<file path="src/rtl/mac_pipe.sv">
// mac_pipe: pipelined signed multiply-accumulate with valid/ready handshakes; define MAC_SATURATION_EN to clamp results
module mac_pipe #(
  parameter int A_WIDTH = 16,
  parameter int B_WIDTH = 16,
  parameter int ACC_WIDTH = 40,
  parameter int OUT_WIDTH = 16,
  parameter int OUT_SCALE = 16
) (
  input  logic                        clk,
  input  logic                        rst,
  input  logic signed [A_WIDTH-1:0]   a,
  input  logic signed [B_WIDTH-1:0]   b,
  input  logic                        in_valid,
  input  logic                        in_first,
  input  logic                        in_last,
  output logic                        in_ready,
  output logic signed [OUT_WIDTH-1:0] out,
  output logic                        out_valid,
  output logic                        out_sat,
  input  logic                        out_ready
);
  localparam int P_WIDTH = A_WIDTH + B_WIDTH;
  logic signed [A_WIDTH-1:0] a1;
  logic signed [B_WIDTH-1:0] b1;
  logic v1, f1, l1;
  logic signed [P_WIDTH-1:0] p2;
  logic v2, f2, l2;
  logic signed [ACC_WIDTH-1:0] acc, acc_next;
  logic v3;
  logic advance, sat;
  logic [OUT_WIDTH-1:0] res;
  assign advance = !(out_valid && !out_ready);
  assign in_ready = advance;
  assign acc_next = f2 ? ACC_WIDTH'(p2) : acc + ACC_WIDTH'(p2);
`ifdef MAC_SATURATION_EN
  localparam logic signed [ACC_WIDTH-1:0] hi = {{(ACC_WIDTH-OUT_WIDTH+1){1'b0}}, {(OUT_WIDTH-1){1'b1}}};
  localparam logic signed [ACC_WIDTH-1:0] lo = ~hi;
  logic signed [ACC_WIDTH-1:0] r;
  assign r = acc >>> OUT_SCALE;
  assign sat = (r > hi) || (r < lo);
  assign res = r > hi ? OUT_WIDTH'(hi) : r < lo ? OUT_WIDTH'(lo) : OUT_WIDTH'(r);
`else
  assign sat = 1'b0;
  assign res = OUT_WIDTH'(acc >>> OUT_SCALE);
`endif
  // v3 marks that acc holds a finished sequence; the output register picks it up one edge later
  always_ff @(posedge clk) begin
    if (rst) begin
      {v1, f1, l1, v2, f2, l2, v3} <= '0;
      a1 <= '0;
      b1 <= '0;
      p2 <= '0;
      acc <= '0;
      out <= '0;
      out_valid <= 1'b0;
      out_sat <= 1'b0;
    end else if (advance) begin
      v1 <= in_valid;
      f1 <= in_valid && in_first;
      l1 <= in_valid && in_last;
      a1 <= a;
      b1 <= b;
      v2 <= v1;
      f2 <= f1;
      l2 <= l1;
      p2 <= P_WIDTH'(a1) * P_WIDTH'(b1);
      if (v2) acc <= acc_next;
      v3 <= v2 && l2;
      out_valid <= v3;
      if (v3) begin
        out <= res;
        out_sat <= sat;
      end
    end
  end
endmodule

</file>
<file path="config.mk">
export PLATFORM = sky130hd
export DESIGN_NAME = mac_pipe
export DESIGN_NICKNAME = d
export VERILOG_FILES = /design/src/rtl/mac_pipe.sv
export SDC_FILE = /design/constraint.sdc
export NUM_CORES = 1
export LEC_CHECK = 0
export CAP_MARGIN = 30
export CORE_ASPECT_RATIO = 1.25
export CORE_MARGIN = 1
export CORE_UTILIZATION = 40
export CTS_BUF_LIST = sky130_fd_sc_hd__clkbuf_16
export DETAILED_ROUTE_END_ITERATION = 12
export PLACE_DENSITY = 0.62
export SYNTH_ARGS = -nofsm -noshare
export SYNTH_HDL_FRONTEND = slang
export SYNTH_SLANG_ARGS = --single-unit
</file>
<file path="constraint.sdc">
create_clock -name clk -period 6.75 [get_ports clk]
set_clock_uncertainty 0.15 [all_clocks]
set_input_delay 1.35 -clock clk [delete_from_list [all_inputs] [get_ports clk]]
set_output_delay 1.35 -clock clk [all_outputs]
set_load 0.02 [all_outputs]
</file>
# ---- After elaboration in Yosys (flattened, before gate mapping)
# Index checks and enable logic that the tools add are counted.
dict set report word_totals {
  ff_bits 128
  input_bits 38
  out_inout_bits 19
  word_cells 25
}
dict set report classes {
  n_addsub 1
  n_mul 1
  mux 1
  bitwise 1
  n_reduce_logical 8
}
# op count
set ops {}
lappend ops {{adder 40 x 32 -> 40 bit} 1}
lappend ops {{two-way mux 40 bit} 1}
lappend ops {{multiplier 16 x 16 -> 32 bit} 1}
lappend ops {{logical AND 1 bit} 4}
lappend ops {{AND reduction 2 bit} 2}
lappend ops {{zero test 1 bit} 2}
lappend ops {{inverter 1 bit} 1}

# ---- Depth between registers and ports, before layout
dict set report depth {
  ltp_word 4
  mapped_depth 24
  ltp_nobuf 22
}

# ---- Worst setup path before layout
# No wires, ideal clock.
dict set report synth_path {
  path_kind {reg-to-reg}
  from {register a1[15]}
  to {register p2[31]}
  setup_ns 0.146
  arrival_ns 6.190
  required_time_ns 6.454
  setup_slack_ns 0.264
  path_stages_with_launch 21
  n_path_buf 1
  synth_period_minus_slack_ns 6.486
  cell_sequence {dfxtp_1 > clkbuf_1 > nand2_1 > inv_1 > fa_1 > fa_1 > fa_1 > fa_1 > fa_1 > inv_1 > fa_1 > inv_1 > ha_1 > and3_1 > a221o_1 > a21o_1 > a31o_1 > a41o_1 > a211oi_2 > xnor2_1 > a211oi_2}
}
dict set report synth_via {
  elab_chain_cells 1
}
# element line
set synth_rtl {}
lappend synth_rtl {{from (decl)} 23} ;# logic signed [A_WIDTH-1:0] a1;
lappend synth_rtl {{from (signal assigned)} 50} ;# a1 <= '0;
lappend synth_rtl {{from (signal assigned)} 61} ;# a1 <= a;
lappend synth_rtl {{multiplier 16 x 16 -> 32 bit} 66} ;# p2 <= P_WIDTH'(a1) * P_WIDTH'(b1);
lappend synth_rtl {{to (signal assigned)} 66}
lappend synth_rtl {{to (decl)} 26} ;# logic signed [P_WIDTH-1:0] p2;
# Every way passes these cells.
# A chain may end at the register's enable or synchronous reset.

# ---- Worst setup path in the final report
# Same ends and word-level chain as after synthesis.

==> results.tsv <==
metric	value	unit
status	finished, violations left	
violations	design-rule violations	
m1WireLength	17090	um
synth_edf_count	0	
synth_top_area_cell	fa_1	
cp_data_arrival_time	6.60	ns
cp-end-kind	register	
crit_fanout	8	
cpPeakStageDelay	0.69	ns
ys_ff_latch	120	
cp-startpoint	a1[15]	
yosys_warnings	0	
fin_crit	6.459	ns
synth_common_cells	nand2_1, inv_1, fa_1, a21oi_1, and2_1	
holdCritStartpoint	l2	
fin_crit_sh	95.69	%
vias_per_cell	5.118	
p_per_area	223.5	nW/um^2
ir_drop	0.1935	mV
core_area	38440	sq um
hold_ws	0.3038	ns
worstSkewPairLatency	0.44	ns
drive_gt1_share	4.930	%
h-tree-depth	4	
maxCapViolCount	0	
worstSetupPathType	reg2reg	
cp_cell_sequence	nand2_1 -> inv_1 -> fa_1 -> fa_1 -> fa_1 -> fa_1 -> fa_1 -> inv_1 -> fa_1 -> inv_1 -> ha_1 -> and3_1 -> a221o_1 -> a21o_1 -> a31o_1 -> a41o_1 -> a211oi_2 -> xnor2_1 -> a211oi_2	
track_usage	20.29	%
wire_per_inst	15.84	um
synth_cell_types	63	
dpl.hpwl	29530	um
grt_overflow	0	
final.fill_count	3802	
cts_made_buffers	17	
grt_first_pass_wirelength	65050	um
crit_top_cell	fa_1	
leakagePower	8.453	nW
critPathRequiredTime	6.89	ns
placementRows	80	
nets	2267	
syn-num-nets	2242	
grt_max_degree	83	
slew_viol_final	0	
wl_met2	18400	um
netlist_instances	1828	
synth-seq-area-share	15.33	%
setup_viol	0	
start_util	40.77	%
synth.area.top_cells	fa_1, dfxtp_1, ha_1	
crit_slowest_cell	fa_1	
cts.path.max_buffers	2	
synth_most_common_cell	nand2_1	
setup_tns	0	ns
top_layer	met4	
routed_wl	37340	um
clk_pin_slew	0.07	ns
ctsHoldBuffers	0	
die_w	179.0	um
synthArstFlopShare	0	%
area_growth	10.85	%
die_y	223.3	um
port_buffers	55	
cts_tree	done	
drtIter0Drc	562	
fin_ws	0.2908	ns
timing.final.hold_violations	0	
place_ws	0.2016	ns
cts.sinks	120	
ant_nets	0	
drcViolationCount	6	
vias	12070	
reg2reg_from	a1[15]	
synth-main-ff-cell	dfxtp_1	
drtPass1Iterations	9	
slew_headroom	32.63	%
max_freq	154.8	MHz
start_kind	register	
min_path_type	reg2reg	
cts-root-buf	clkbuf_16	
netlist.area_leader.share	33.60	%
rsz0062_at_grt	false	
dieArea	39980	sq um
syn_avg_cell_area	8.573	sq um
antenna_found_initial	0	
globalplace.congestion	0.8605	
tightest_slew	1.010	ns
met3_wirelength	1254	um
syn_area	15670	sq um
utilization	45.20	%
grt_pass1_vias	13120	
antennaDiodeCount	0	
ios	57	
cells by family after synthesis:
logic type,synth area share (%)
buf+inv,8.990
mux,0.3194
compound gates,13.13
other cells,0.02393
flops,15.33
xor+xnor,2.515
simple gates,17.07
fa+ha+maj,42.62
cell usage in the layout, fill, tap and decap left out, types with 6 or more instances in the layout:
cell,instances
a311oi_1,6
xnor2_1,34
clkbuf_16,17
nor2b_1,6
and3_1,8
nand2b_1,7
xor2_1,11
fa_1,263
o21a_1,14
dfxtp_1,111
and2_1,128
dfxtp_2,9
ha_1,113
o21ai_0,47
nor3_1,12
inv_8,7
o211a_1,9
nand2_1,305
nand3_1,16
clkdlybuf4s50_1,54
a21oi_1,136
buf_4,35
nor2_1,72
a31oi_1,15
a21o_1,27
inv_1,289
o211ai_1,12
a211oi_1,18
worst max-delay path, delay by kind of cell, from the launching register on:
family	cells	cell delay, ns
flip-flops	1	0.49
adder cells (fa/ha/maj)	7	3.54
XOR/XNOR	1	0.17
AO/OA/AOI/OAI	6	1.35
AND/OR/NAND/NOR	2	0.38
buffers and inverters	3	0.24
worst paths after layout:
check / to / slack [ns] / cells past startpoint
worst max-delay path: p2[31] / 0.29 / 19
worst min-delay path: l2 / 0.30 / 2
worst max register to register: p2[31] / 0.29 / 19
worst min register to register: l2 / 0.30 / 2
power by group:
part           switching (mW)  internal [mW]  total, mW  leakage, nW
Sequential              0.102          0.799      0.901        0.990
Clock                   0.423          0.494      0.916        0.281
Combinational            1.15          0.916       2.06         7.18
Total                    1.67           2.21       3.88         8.45
sequential cells by signal, indices dropped and copies added, names as in the netlist:
register,cells
b1,16
l2,1
l1,1
f1,1
f2,1
a1,16
v2,1
p2,32
out_valid,1
acc,32
v3,1
v1,1
out,16
routing by layer:
metal / vias to the layer above / global-route usage, %
met2: 212 / 34.21
met3: 52 / 2.624
met5: - / 0
li1: 5832 / -
met1: 5972 / 27.21
met4: 0 / 5.167
repair_timing:
action | CTS | global route
setup endpoints to repair | 0 | 8
buffers inserted | 0 | 0
gates resized for setup | 0 | 8
final cells by class:
type	count	area, sq um	area share (%)
Tap cell	492	615.6	3.544
Multi-Input combinational cell	1334	11870	68.32
Clock buffer	17	425.4	2.449
Inverter	291	1092	6.288
Timing Repair Buffer	89	803.3	4.624
Sequential cell	120	2414	13.89
Clock inverter	15	153.9	0.8859
per-stage QoR:
stage | total power [mW] | cells | instance area [sq um]
after floorplan | 2.466 | 1828 | 15670
after global placement | 2.937 | 2326 | 16780
after detailed placement | 2.953 | 2326 | 16780
after CTS | 3.922 | 2358 | 17360
after global routing | 4.249 | 2358 | 17370
final | 3.882 | 2358 | 17370
No activity file was read; power rests on OpenSTA's default activity.
